===== src/rtl/pid_scheduler.sv =====
// pid_scheduler: round-robin scheduler sharing one PID core across four motors at a fixed control rate
// Ports:
//   CLK, reset           clock, asynchronous active-high reset
//   enable[3:0]          per-motor enable, sampled once per sweep at the tick
//   overrun_clear        clears the sticky overrun flag (a same-cycle overrun event wins)
//   pid_start, pid_motor request to the PID core and the motor it serves
//   pid_done, pid_duty   completion strobe and signed result from the PID core
//   duty0..duty3         registered signed duty per motor
//   cycle_done           one-cycle pulse when a sweep of all four motors ends
//   overrun              sticky: a tick arrived while a sweep was still running
//   timeout_err[3:0]     sticky per motor: the PID core did not answer in time
module pid_scheduler #(
    parameter int CLOCK_FREQ   = 16_000_000,
    parameter int CONTROL_FREQ = 1000,
    parameter int TIMEOUT      = 64
) (
    input  logic               CLK,
    input  logic               reset,
    input  logic [3:0]         enable,
    input  logic               overrun_clear,
    output logic               pid_start,
    output logic [1:0]         pid_motor,
    input  logic               pid_done,
    input  logic signed [23:0] pid_duty,
    output logic signed [23:0] duty0,
    output logic signed [23:0] duty1,
    output logic signed [23:0] duty2,
    output logic signed [23:0] duty3,
    output logic               cycle_done,
    output logic               overrun,
    output logic [3:0]         timeout_err
);
    localparam int PERIOD = CLOCK_FREQ / CONTROL_FREQ;
    localparam int CW = PERIOD > 1 ? $clog2(PERIOD) : 1;
    localparam int TW = TIMEOUT > 1 ? $clog2(TIMEOUT) : 1;

    typedef enum logic [2:0] {IDLE, SELECT, ISSUE, WAIT, STORE} state_t;

    state_t             state;
    logic [CW-1:0]      cnt;
    logic [TW-1:0]      wcnt;
    logic [1:0]         idx;
    logic [3:0]         mask;
    logic signed [23:0] captured;
    logic signed [23:0] duty [4];
    logic               tick;
    logic               adv;

    assign tick  = cnt == CW'(PERIOD - 1);
    assign duty0 = duty[0];
    assign duty1 = duty[1];
    assign duty2 = duty[2];
    assign duty3 = duty[3];

    // Every state that finishes with the current motor funnels through one advance path
    assign adv = (state == SELECT && !mask[idx]) || state == STORE ||
                 (state == WAIT && !pid_done && wcnt == TW'(TIMEOUT - 1));

    // Free-running rate counter, never stalled by the sweep
    always_ff @(posedge CLK or posedge reset) begin
        if (reset) cnt <= '0;
        else       cnt <= tick ? '0 : cnt + CW'(1);
    end

    // Set has priority over clear so an overrun in the clearing cycle is not lost
    always_ff @(posedge CLK or posedge reset) begin
        if (reset) overrun <= 1'b0;
        else       overrun <= (tick && state != IDLE) || (overrun && !overrun_clear);
    end

    always_ff @(posedge CLK or posedge reset) begin
        if (reset) begin
            state       <= IDLE;
            idx         <= '0;
            mask        <= '0;
            wcnt        <= '0;
            captured    <= '0;
            pid_start   <= 1'b0;
            pid_motor   <= '0;
            cycle_done  <= 1'b0;
            timeout_err <= '0;
            for (int i = 0; i < 4; i++) duty[i] <= '0;
        end else begin
            pid_start  <= 1'b0;
            cycle_done <= 1'b0;
            case (state)
                IDLE: if (tick) begin
                    mask  <= enable;
                    idx   <= '0;
                    state <= SELECT;
                end
                SELECT: if (mask[idx]) begin
                    pid_start <= 1'b1;
                    pid_motor <= idx;
                    state     <= ISSUE;
                end else begin
                    duty[idx] <= '0;
                end
                ISSUE: begin
                    wcnt  <= '0;
                    state <= WAIT;
                end
                WAIT: if (pid_done) begin
                    captured <= pid_duty;
                    state    <= STORE;
                end else if (wcnt == TW'(TIMEOUT - 1)) begin
                    duty[idx]        <= '0;
                    timeout_err[idx] <= 1'b1;
                end else begin
                    wcnt <= wcnt + TW'(1);
                end
                STORE: duty[idx] <= captured;
                default: state <= IDLE;
            endcase
            if (adv) begin
                idx        <= idx + 2'd1;
                state      <= idx == 2'd3 ? IDLE : SELECT;
                cycle_done <= idx == 2'd3;
            end
        end
    end
endmodule


===== config.mk =====
export PLATFORM = sky130hd
export DESIGN_NAME = pid_scheduler
export DESIGN_NICKNAME = d
export VERILOG_FILES = /design/src/rtl/pid_scheduler.sv
export SDC_FILE = /design/constraint.sdc
export NUM_CORES = 1
export LEC_CHECK = 0
export CORE_ASPECT_RATIO = 2
export CORE_UTILIZATION = 37
export DETAILED_ROUTE_END_ITERATION = 12
export GPL_TIMING_DRIVEN = 1
export PLACE_DENSITY = 0.59
export SLEW_MARGIN = 5
export SYNTH_ARGS = -nofsm -noshare
export SYNTH_HDL_FRONTEND = slang
export SYNTH_SLANG_ARGS = --single-unit

===== constraint.sdc =====
create_clock -name CLK -period 9.4 [get_ports CLK]
set_input_delay 2.35 -clock CLK [delete_from_list [all_inputs] [get_ports CLK]]
set_output_delay 2.35 -clock CLK [all_outputs]
set_load 0.02 [all_outputs]

==> impl_metrics.tcl, run 1 <==
set metrics [dict create \
    final_max_slew_viol_count 0 \
    hold_depth 1 \
    seqCellArea_sq_um 3950 \
    io_pins 137 \
    fin_setup_tns_ps 0 \
    avgSynthCellArea_sq_um 14.3 \
    cts.path.max_buffers 2 \
    hp-class "flip-flop to flip-flop" \
    place_area_sq_um 7800 \
    num_vias 4486 \
    required_ps 9690 \
    grt_max_degree 102 \
    area_delta_synth_final_pct 32.4 \
    arrival_ps 4460 \
    cts_buffers 17 \
    hold_path_end "timeout_err[1]" \
    synth_top_area_share_pct 61.9 \
    min_period_ps 4170 \
    dieArea_sq_um 17800 \
    start_util_pct 37.9 \
    rsz0062_at_grt "false" \
    total_power_mw 2.78 \
    synth_commonest_cells "dfrtp_1, a32o_1, mux2_2" \
    synthesis.nets 484 \
    detail_route.wl_per_cell_um 21.5 \
    grt_pass1_wl_mm 26.0 \
    worstRegToRegCells 5 \
    antenna_found_initial 0 \
    dp_hpwl_mm 11.5 \
    synth_top_area_cell "dfrtp_1" \
    async_flop_share_pct 100 \
    synth_seq_cells 158 \
    hold_violations 0 \
    cts_tree "yes" \
    skew_ps 9.75 \
    syn_inst 446 \
    clk_pin_slew_ps 60 \
    crit_fanout 16 \
    via_per_inst 5.69 \
    drt_first_iter_violations 235 \
    postCtsHoldBufs 0 \
    setup_violations 0 \
    nNetsFinal 607 \
    drt-total-wl_mm 17.0 \
    final_cells 789 \
    crit_path_end_kind "flip-flop" \
    postCtsSetupBuffers 0 \
    place_congestion 0.776 \
    ys.flop_type "dfrtp_1" \
    r2r-end "duty3[19]" \
    cts.sinks 158 \
    rows 67 \
    timing.final.crit_share_pct 44.3 \
    setup_ws_ps 5230 \
    grt-ovfl-total 0 \
    design_area_sq_um 8460 \
    core_area_sq_um 16800 \
    power_leakage_nw 3.59 \
    dp_cells 756 \
    synth_cell_types 44 \
    clock_latency_ps 410 \
    outcome "complete, no violations" \
    slew_headroom_pct 19.0 \
    fmax_mhz 240 \
    yosysWarnings 0 \
    r2r-start "state[2]" \
    post-synth-top-count-cell "dfrtp_1" \
    powerDensity_nw_per_um2 328 \
    synth_edf_count 0 \
    drt-pass1-iter-count 4 \
    max-cap-violations 0 \
    netlist_area_sq_um 6390 \
    crit_path_start "pid_done" \
    h-tree-depth 4 \
    portBuffers 136 \
    tightest_slew_ps 1220 \
    cts_root_buf "clkbuf_16" \
    postCtsResizedCells 0 \
    antenna_left 0 \
    drive_above_1_share_pct 13.9 \
    peakVddDrop_v 0.000146 \
    cp-start-kind "input pin" \
    fillers 1513 \
    regToRegSetupSlack_ps 6760 \
    grt_pass1_vias 4692 \
    synthTopCellsByArea "dfrtp_1, a32o_1, mux2_2, buf_6, o31ai_4" \
    die_h_um 188 \
    grt_use_total_pct 19.8 \
    drc 0 \
    multi_input_area_sq_um 2140 \
    critical_path_class "input pin to flip-flop" \
    seq_area_frac_synth_pct 61.9 \
    antenna_cells 0 \
    dp_slack_ps 4800 \
    die_w_um 94.9 \
    hp-start "timeout_err[1]" \
]
layer usage:
layer / vias to the layer above / GRT usage (%) / wire, um / share of wire [%]
li1: 1988 / - / - / -
met1: 2334 / 20.4 / 5940 / 35
met2: 141 / 37.0 / 9850 / 58
met3: 23 / 4.22 / 668 / 3.9
met4: 0 / 8.68 / 509 / 3.0
met5: - / 0 / 0 / 0
layout by cell type, fill, tap and decap left out, drive strengths merged, types with 2 or more instances in the layout:
master	netlist	layout
dfrtp	158	158
clkdlybuf4s50	0	136
a32o	96	96
mux2	31	31
clkbuf	18	18
inv	11	16
nand2	11	11
nand3	9	9
o21ai	8	8
nor2	8	8
xnor2	7	7
buf	20	7
o31ai	7	7
a21oi	6	6
ha	6	6
nand4	5	5
a21o	5	5
nor3	5	5
bufinv	0	4
and4	3	3
or3	3	3
xor2	3	3
nor4	3	3
clkinv	0	3
nor2b	2	2
mux2i	2	2
o211ai	2	2
and2	2	2
or4	2	2
and3	2	2
clkinvlp	0	2
or2b	2	2
nor3b	2	2
per-stage QoR:
step                      hold WS, ps  utilization [%]
final                             463             50.2
after global routing              500             50.2
after CTS                         466             50.1
after detailed placement          452             46.3
after global placement            442             46.3
after floorplan                   464                -
critical path: stages:
cell             delay, ps
clkdlybuf4s50_1        510
nor4_4                 790
o31ai_4                310
buf_6                  290
a32o_1                 210
power breakdown:
part / internal, mW / switching [mW] / total [mW]
Sequential: 0.883 / 0.200 / 1.08
Clock: 0.456 / 0.282 / 0.738
Combinational: 0.451 / 0.504 / 0.955
registers in the layout (all words and copies together), names as in the netlist:
signal and cells:
mask 4, duty3 24, overrun 1, duty1 24
timeout_err 4, pid_motor 2, duty0 24, captured 24
state 3, duty2 24, idx 2, cycle_done 1
wcnt 6, pid_start 1, cnt 14
logic make-up after synthesis:
group                      synth area share (%)
AOI/OAI and AO/OA                          19.0
xor gates and xnor gates                   1.37
adders and majority gates                  1.18
buffers and inverters                      4.70
DFF                                        61.9
muxes                                      6.13
and+or+nand+nor                            5.70
cell type report:
cell class	instances	share of cell area [%]
clock buffer	18	5.19
clock inverter	14	2.38
inverter	11	0.547
multi-input combinational	238	25.3
sequential	158	46.8
tap	207	3.06
timing repair buffer	143	16.8
how the worst max path moves through the flow:
stage | to | slack (ps) | cells past startpoint
2_1_floorplan | captured[0] | 2790 | 1
3_3_place_gp | duty3[7] | 4880 | 4
3_5_place_dp | state[0] | 4800 | 4
4_1_cts | state[0] | 5200 | 4
5_1_grt | duty3[19] | 5120 | 5
6_report | duty3[19] | 5230 | 5
No activity file was read; power rests on OpenSTA's default activity.
==> run 2, diff against run 1 <==
clock period = 4.1 ns   (was 9.4 ns; I/O delays follow)
==> run 2 against run 1 <==
Effect of this change: sequential share of layout area rose by 0.16 points; flip-flop and latch count did not move; first-iteration DRC count is 0.43% lower; hold slack improved by 1.4 ps; design area down 0.34%; clock skew down 0.69 ps; register-to-register slack got worse by 5100 ps; clock-buffer cell count down 1; wire length is 1.1% higher; cell count grew 0.51%; critical path type unchanged.
==> impl_metrics.tcl, run 2 (same netlist as run 1, synthesis figures left out) <==
set metrics [dict create \
    grt.met3_usage_pct 3.93 \
    cts_buffers 17 \
    cts_tree "yes" \
    fmax_mhz 364 \
    grt_max_degree 99 \
    grt-busiest-layer "met2" \
    gr-usage-met1_pct 23.1 \
    dp_hpwl_mm 11.7 \
    slowest_stage "nor4_4" \
    drt-total-wl_mm 17.1 \
    rows 67 \
    die_w_um 94.9 \
    seqCellArea_sq_um 3950 \
    cts.sinks 158 \
    final_util_pct 50.0 \
    drt-pass1-iter-count 4 \
    area_delta_synth_final_pct 31.9 \
    drive_above_1_share_pct 14.5 \
    antenna_found_initial 0 \
    fin_setup_tns_ps 0 \
    place_area_sq_um 7870 \
    cts.path.max_buffers 2 \
    clock_latency_ps 410 \
    crit_path_end_kind "flip-flop" \
    power_leakage_nw 3.58 \
    dieArea_sq_um 17800 \
    grt_pass1_vias 4813 \
    h-tree-depth 4 \
    rsz0062_at_grt "false" \
    peakVddDrop_v 0.000312 \
    setup_violations 0 \
    io_pins 137 \
    portBuffers 136 \
    core_area_sq_um 16800 \
    drt_first_iter_violations 234 \
    die_h_um 188 \
    powerDensity_nw_per_um2 735 \
    nNetsFinal 611 \
    hp-class "flip-flop to flip-flop" \
    place_congestion 0.827 \
    outcome "complete, no violations" \
    postCtsResizedCells 0 \
    dp_cells 761 \
    grt-ovfl-total 0 \
    final_cells 793 \
    postCtsHoldBufs 0 \
    use_met2_pct 36.6 \
    detail_route.wl_per_cell_um 21.6 \
    grt_use_total_pct 20.5 \
    via_per_inst 5.72 \
    hold_violations 0 \
    required_ps 4390 \
    drc 0 \
    clk_pin_slew_ps 60 \
    antenna_left 0 \
    num_vias 4535 \
    max-cap-violations 0 \
    cp-start-kind "input pin" \
    fillers 1522 \
    start_util_pct 37.9 \
    final_common_cell "dfrtp_1" \
    min_period_ps 2740 \
    timing.final.crit_share_pct 66.9 \
    multi_input_area_sq_um 2140 \
    critical_path_class "input pin to flip-flop" \
    arrival_ps 3040 \
    hold_slack_ps 464 \
    design_area_sq_um 8430 \
    slowest_delay_ps 780 \
    antenna_cells 0 \
    postCtsSetupBuffers 0 \
    cts_root_buf "clkbuf_16" \
    slew_headroom_pct 18.6 \
    crit_fanout 15 \
    grt_pass1_wl_mm 27.2 \
    cp_cell_sequence "clkdlybuf4s50_1 > nor4_4 > o31ai_4 > buf_4 > a32o_1" \
    tightest_slew_ps 1220 \
    final_max_slew_viol_count 0 \
    skew_ps 9.07 \
    final_cell_mix "dfrtp_1, clkdlybuf4s50_1, a32o_1" \
]
run 2: changes by cell type in the layout (fill, tap and decap cells not counted), sizes merged:
| cell | previous run | this run |
|---|---|---|
| clkinv | 3 | 6 |
| inv | 16 | 15 |
| bufinv | 4 | 1 |
| clkinvlp | 2 | 4 |
| clkbuf | 18 | 17 |
| buf | 7 | 11 |
run 2: report_power, final:
group	total (mW)	internal [mW]	switching (mW)
registers	2.50	2.02	0.473
clock network	1.50	0.844	0.653
logic	2.20	1.05	1.15
total	6.19	3.91	2.28
run 2: layer usage:
layer,up-vias,share of wire (%)
met5,-,0
met4,0,3.0
met3,27,3.4
met2,131,56
met1,2372,38
li1,2005,-
run 2: worst paths after layout:
path	startpoint	end	slack (ps)	cells past startpoint
worst min-delay path	timeout_err[3]	timeout_err[3]	460	1
worst max-delay path	pid_done	duty3[23]	1360	5
worst max register to register	state[2]	duty1[16]	1610	5
min in group asynchronous	reset	captured[11]	1070	3
max in group asynchronous	reset	duty0[0]	2510	3
worst min register to register	timeout_err[3]	timeout_err[3]	460	1
run 2: cell type report:
cell class | count | share of cell area, %
flip-flops and latches | 158 | 46.9
multi-input cells | 238 | 25.4
repair buffers | 147 | 17.4
clock buffers | 17 | 5.05
well taps | 207 | 3.07
clock inverters | 15 | 1.62
inverters | 11 | 0.534
run 2: critical path, delay by kind of cell:
| family | cells | cell delay (ps) |
|---|---|---|
| AOI/OAI and AO/OA | 2 | 450 |
| buffers and inverters | 2 | 770 |
| and+or+nand+nor | 1 | 780 |
run 2: per-stage QoR:
| step | setup WS, ps | total power, mW |
|---|---|---|
| 5_1_grt | 1190 | 6.52 |
| 2_1_floorplan | 1070 | 3.68 |
| 3_5_place_dp | 901 | 4.76 |
| 4_1_cts | 1340 | 6.27 |
| 6_report | 1360 | 6.19 |
| 3_3_place_gp | 995 | 4.69 |
==> run 3, diff against run 2 <==
PLACE_DENSITY = 0.62   (was 0.59)
clock period = 2.5 ns   (was 4.1 ns; I/O delays follow)
==> run 3 against run 2 <==
Effect of this change: via count grew 1.2%; design area grew 3.1%; wire length shrank 0.72%; first-iteration DRC count grew 18%; sequential share of layout area shrank 1.4 points; global-route usage is essentially flat; non-clock buffer count grew 14; sequential power grew 64%; combinational power grew 69%; flip-flop and latch count is the same; hold slack lost 1.7 ps; worst setup slack lost 1200 ps; critical path type is now flip-flop to flip-flop; critical endpoint is now duty1[5]; largest cell class unchanged; highest routed layer unchanged.
==> impl_metrics.tcl, run 3 (same netlist as run 1, synthesis figures left out) <==
set metrics [dict create \
    via_per_inst 5.69 \
    required_ps 2850 \
    num_vias 4588 \
    outcome "complete, no violations" \
    slew_headroom_pct 17.3 \
    portBuffers 136 \
    powerDensity_nw_per_um2 1210 \
    drive_above_1_share_pct 16.7 \
    core_area_sq_um 16800 \
    antenna_found_initial 0 \
    final_common_cell "dfrtp_1" \
    antenna_left 0 \
    place_area_sq_um 8060 \
    hold_violations 0 \
    start_util_pct 37.9 \
    grt_pass1_vias 4880 \
    io_pins 137 \
    crit_path_end_kind "flip-flop" \
    cp_top_family "compound AO/OA/AOI/OAI gates" \
    fmax_mhz 431 \
    design_area_sq_um 8690 \
    cp-start-kind "flip-flop" \
    dieArea_sq_um 17800 \
    cp_cell_sequence "nand3b_1 > nor4_4 > buf_12 > o31ai_4 > a32o_1" \
    area_delta_synth_final_pct 36.0 \
    postCtsResizedCells 0 \
    cts.path.max_buffers 2 \
    cts.sinks 158 \
    setup_violations 0 \
    final_cell_mix "dfrtp_1, clkdlybuf4s50_1, a32o_1" \
    dp_slack_ps -108 \
    critical_path_class "flip-flop to flip-flop" \
    drt-pass1-iter-count 4 \
    nNetsFinal 625 \
    cts_root_buf "clkbuf_16" \
    drt_first_iter_violations 275 \
    detail_route.wl_per_cell_um 21.1 \
    grt_pass1_wl_mm 27.1 \
    drt-total-wl_mm 17.0 \
    grt_use_total_pct 20.5 \
    rows 67 \
    dp_hpwl_mm 12.0 \
    critPathBufInv 1 \
    cts_buffers 17 \
    peakVddDrop_v 0.000530 \
    h-tree-depth 4 \
    rsz0062_at_grt "false" \
    timing.final.crit_share_pct 92.9 \
    cts_tree "yes" \
    place_congestion 0.770 \
    max-cap-violations 0 \
    fillers 1445 \
    drc 0 \
    arrival_ps 2670 \
    min_period_ps 2320 \
    power_leakage_nw 3.72 \
    die_w_um 94.9 \
    clk_pin_slew_ps 70 \
    final_util_pct 51.6 \
    slowest_stage "o31ai_4" \
    clock_latency_ps 420 \
    grt-ovfl-total 0 \
    slowest_delay_ps 970 \
    postCtsSetupBuffers 0 \
    die_h_um 188 \
    tightest_slew_ps 1240 \
    skew_ps 11.7 \
    setup_ws_ps 178 \
    antenna_cells 0 \
    hold_slack_ps 462 \
    grt_max_degree 61 \
    crit_fanout 24 \
    hp-class "flip-flop to flip-flop" \
    postCtsHoldBufs 0 \
    final_max_slew_viol_count 0 \
]
[run 3: cell types whose count changed in the layout (fill, tap and decap cells not counted), sizes merged]
cell      change
bufinv        +2
clkinvlp      -2
clkinv        -4
buf          +14
inv           +4
[run 3: per-stage QoR]
step / instances / power (mW) / TNS [ps]
after global routing: 807 / 11.0 / 0
after detailed placement: 775 / 7.89 / -2930
after CTS: 807 / 10.6 / 0
after global placement: 775 / 7.79 / -2200
final: 807 / 10.5 / 0
after floorplan: 446 / 6.03 / -19890
[run 3: final timing paths]
kind / start / endpoint / slack [ps] / cells after the start
worst max-delay path: state[2] / duty1[5] / 180 / 5
worst min-delay path: timeout_err[3] / timeout_err[3] / 460 / 1
worst max register to register: state[2] / duty1[5] / 180 / 5
worst min register to register: timeout_err[3] / timeout_err[3] / 460 / 1
max in group asynchronous: reset / captured[4] / 1280 / 4
min in group asynchronous: reset / captured[10] / 550 / 2
[run 3: where the power goes]
group	switching (mW)	total, mW	internal, mW
Sequential	0.770	4.09	3.32
Clock	1.12	2.73	1.61
Combinational	1.91	3.71	1.80
Total	3.80	10.5	6.73
[run 3: final cells by class]
class                           instances  area [sq um]  share of cell area (%)
Sequential cell                       158          3950                    45.5
Multi-Input combinational cell        238          2140                    24.7
Timing Repair Buffer                  161          1660                    19.1
Clock buffer                           17           425                    4.90
Tap cell                              207           259                    2.98
Clock inverter                         15           198                    2.28
Inverter                               11          45.0                   0.519
[run 3: routing by layer]
| layer | part of all wire, % | global-route usage (%) | routed length [um] |
|---|---|---|---|
| met5 | 0 | 0 | 0 |
| met4 | 3.8 | 10.4 | 639 |
| met3 | 3.2 | 3.45 | 548 |
| met2 | 57 | 36.8 | 9630 |
| met1 | 36 | 22.5 | 6200 |
[run 3: worst reg2reg max path: cells and delay by family, from the launching register on]
| kind | cells | cell delay [ps] |
|---|---|---|
| simple gates | 2 | 350 |
| buf+inv | 1 | 140 |
| flops | 1 | 550 |
| compound gates | 2 | 1210 |
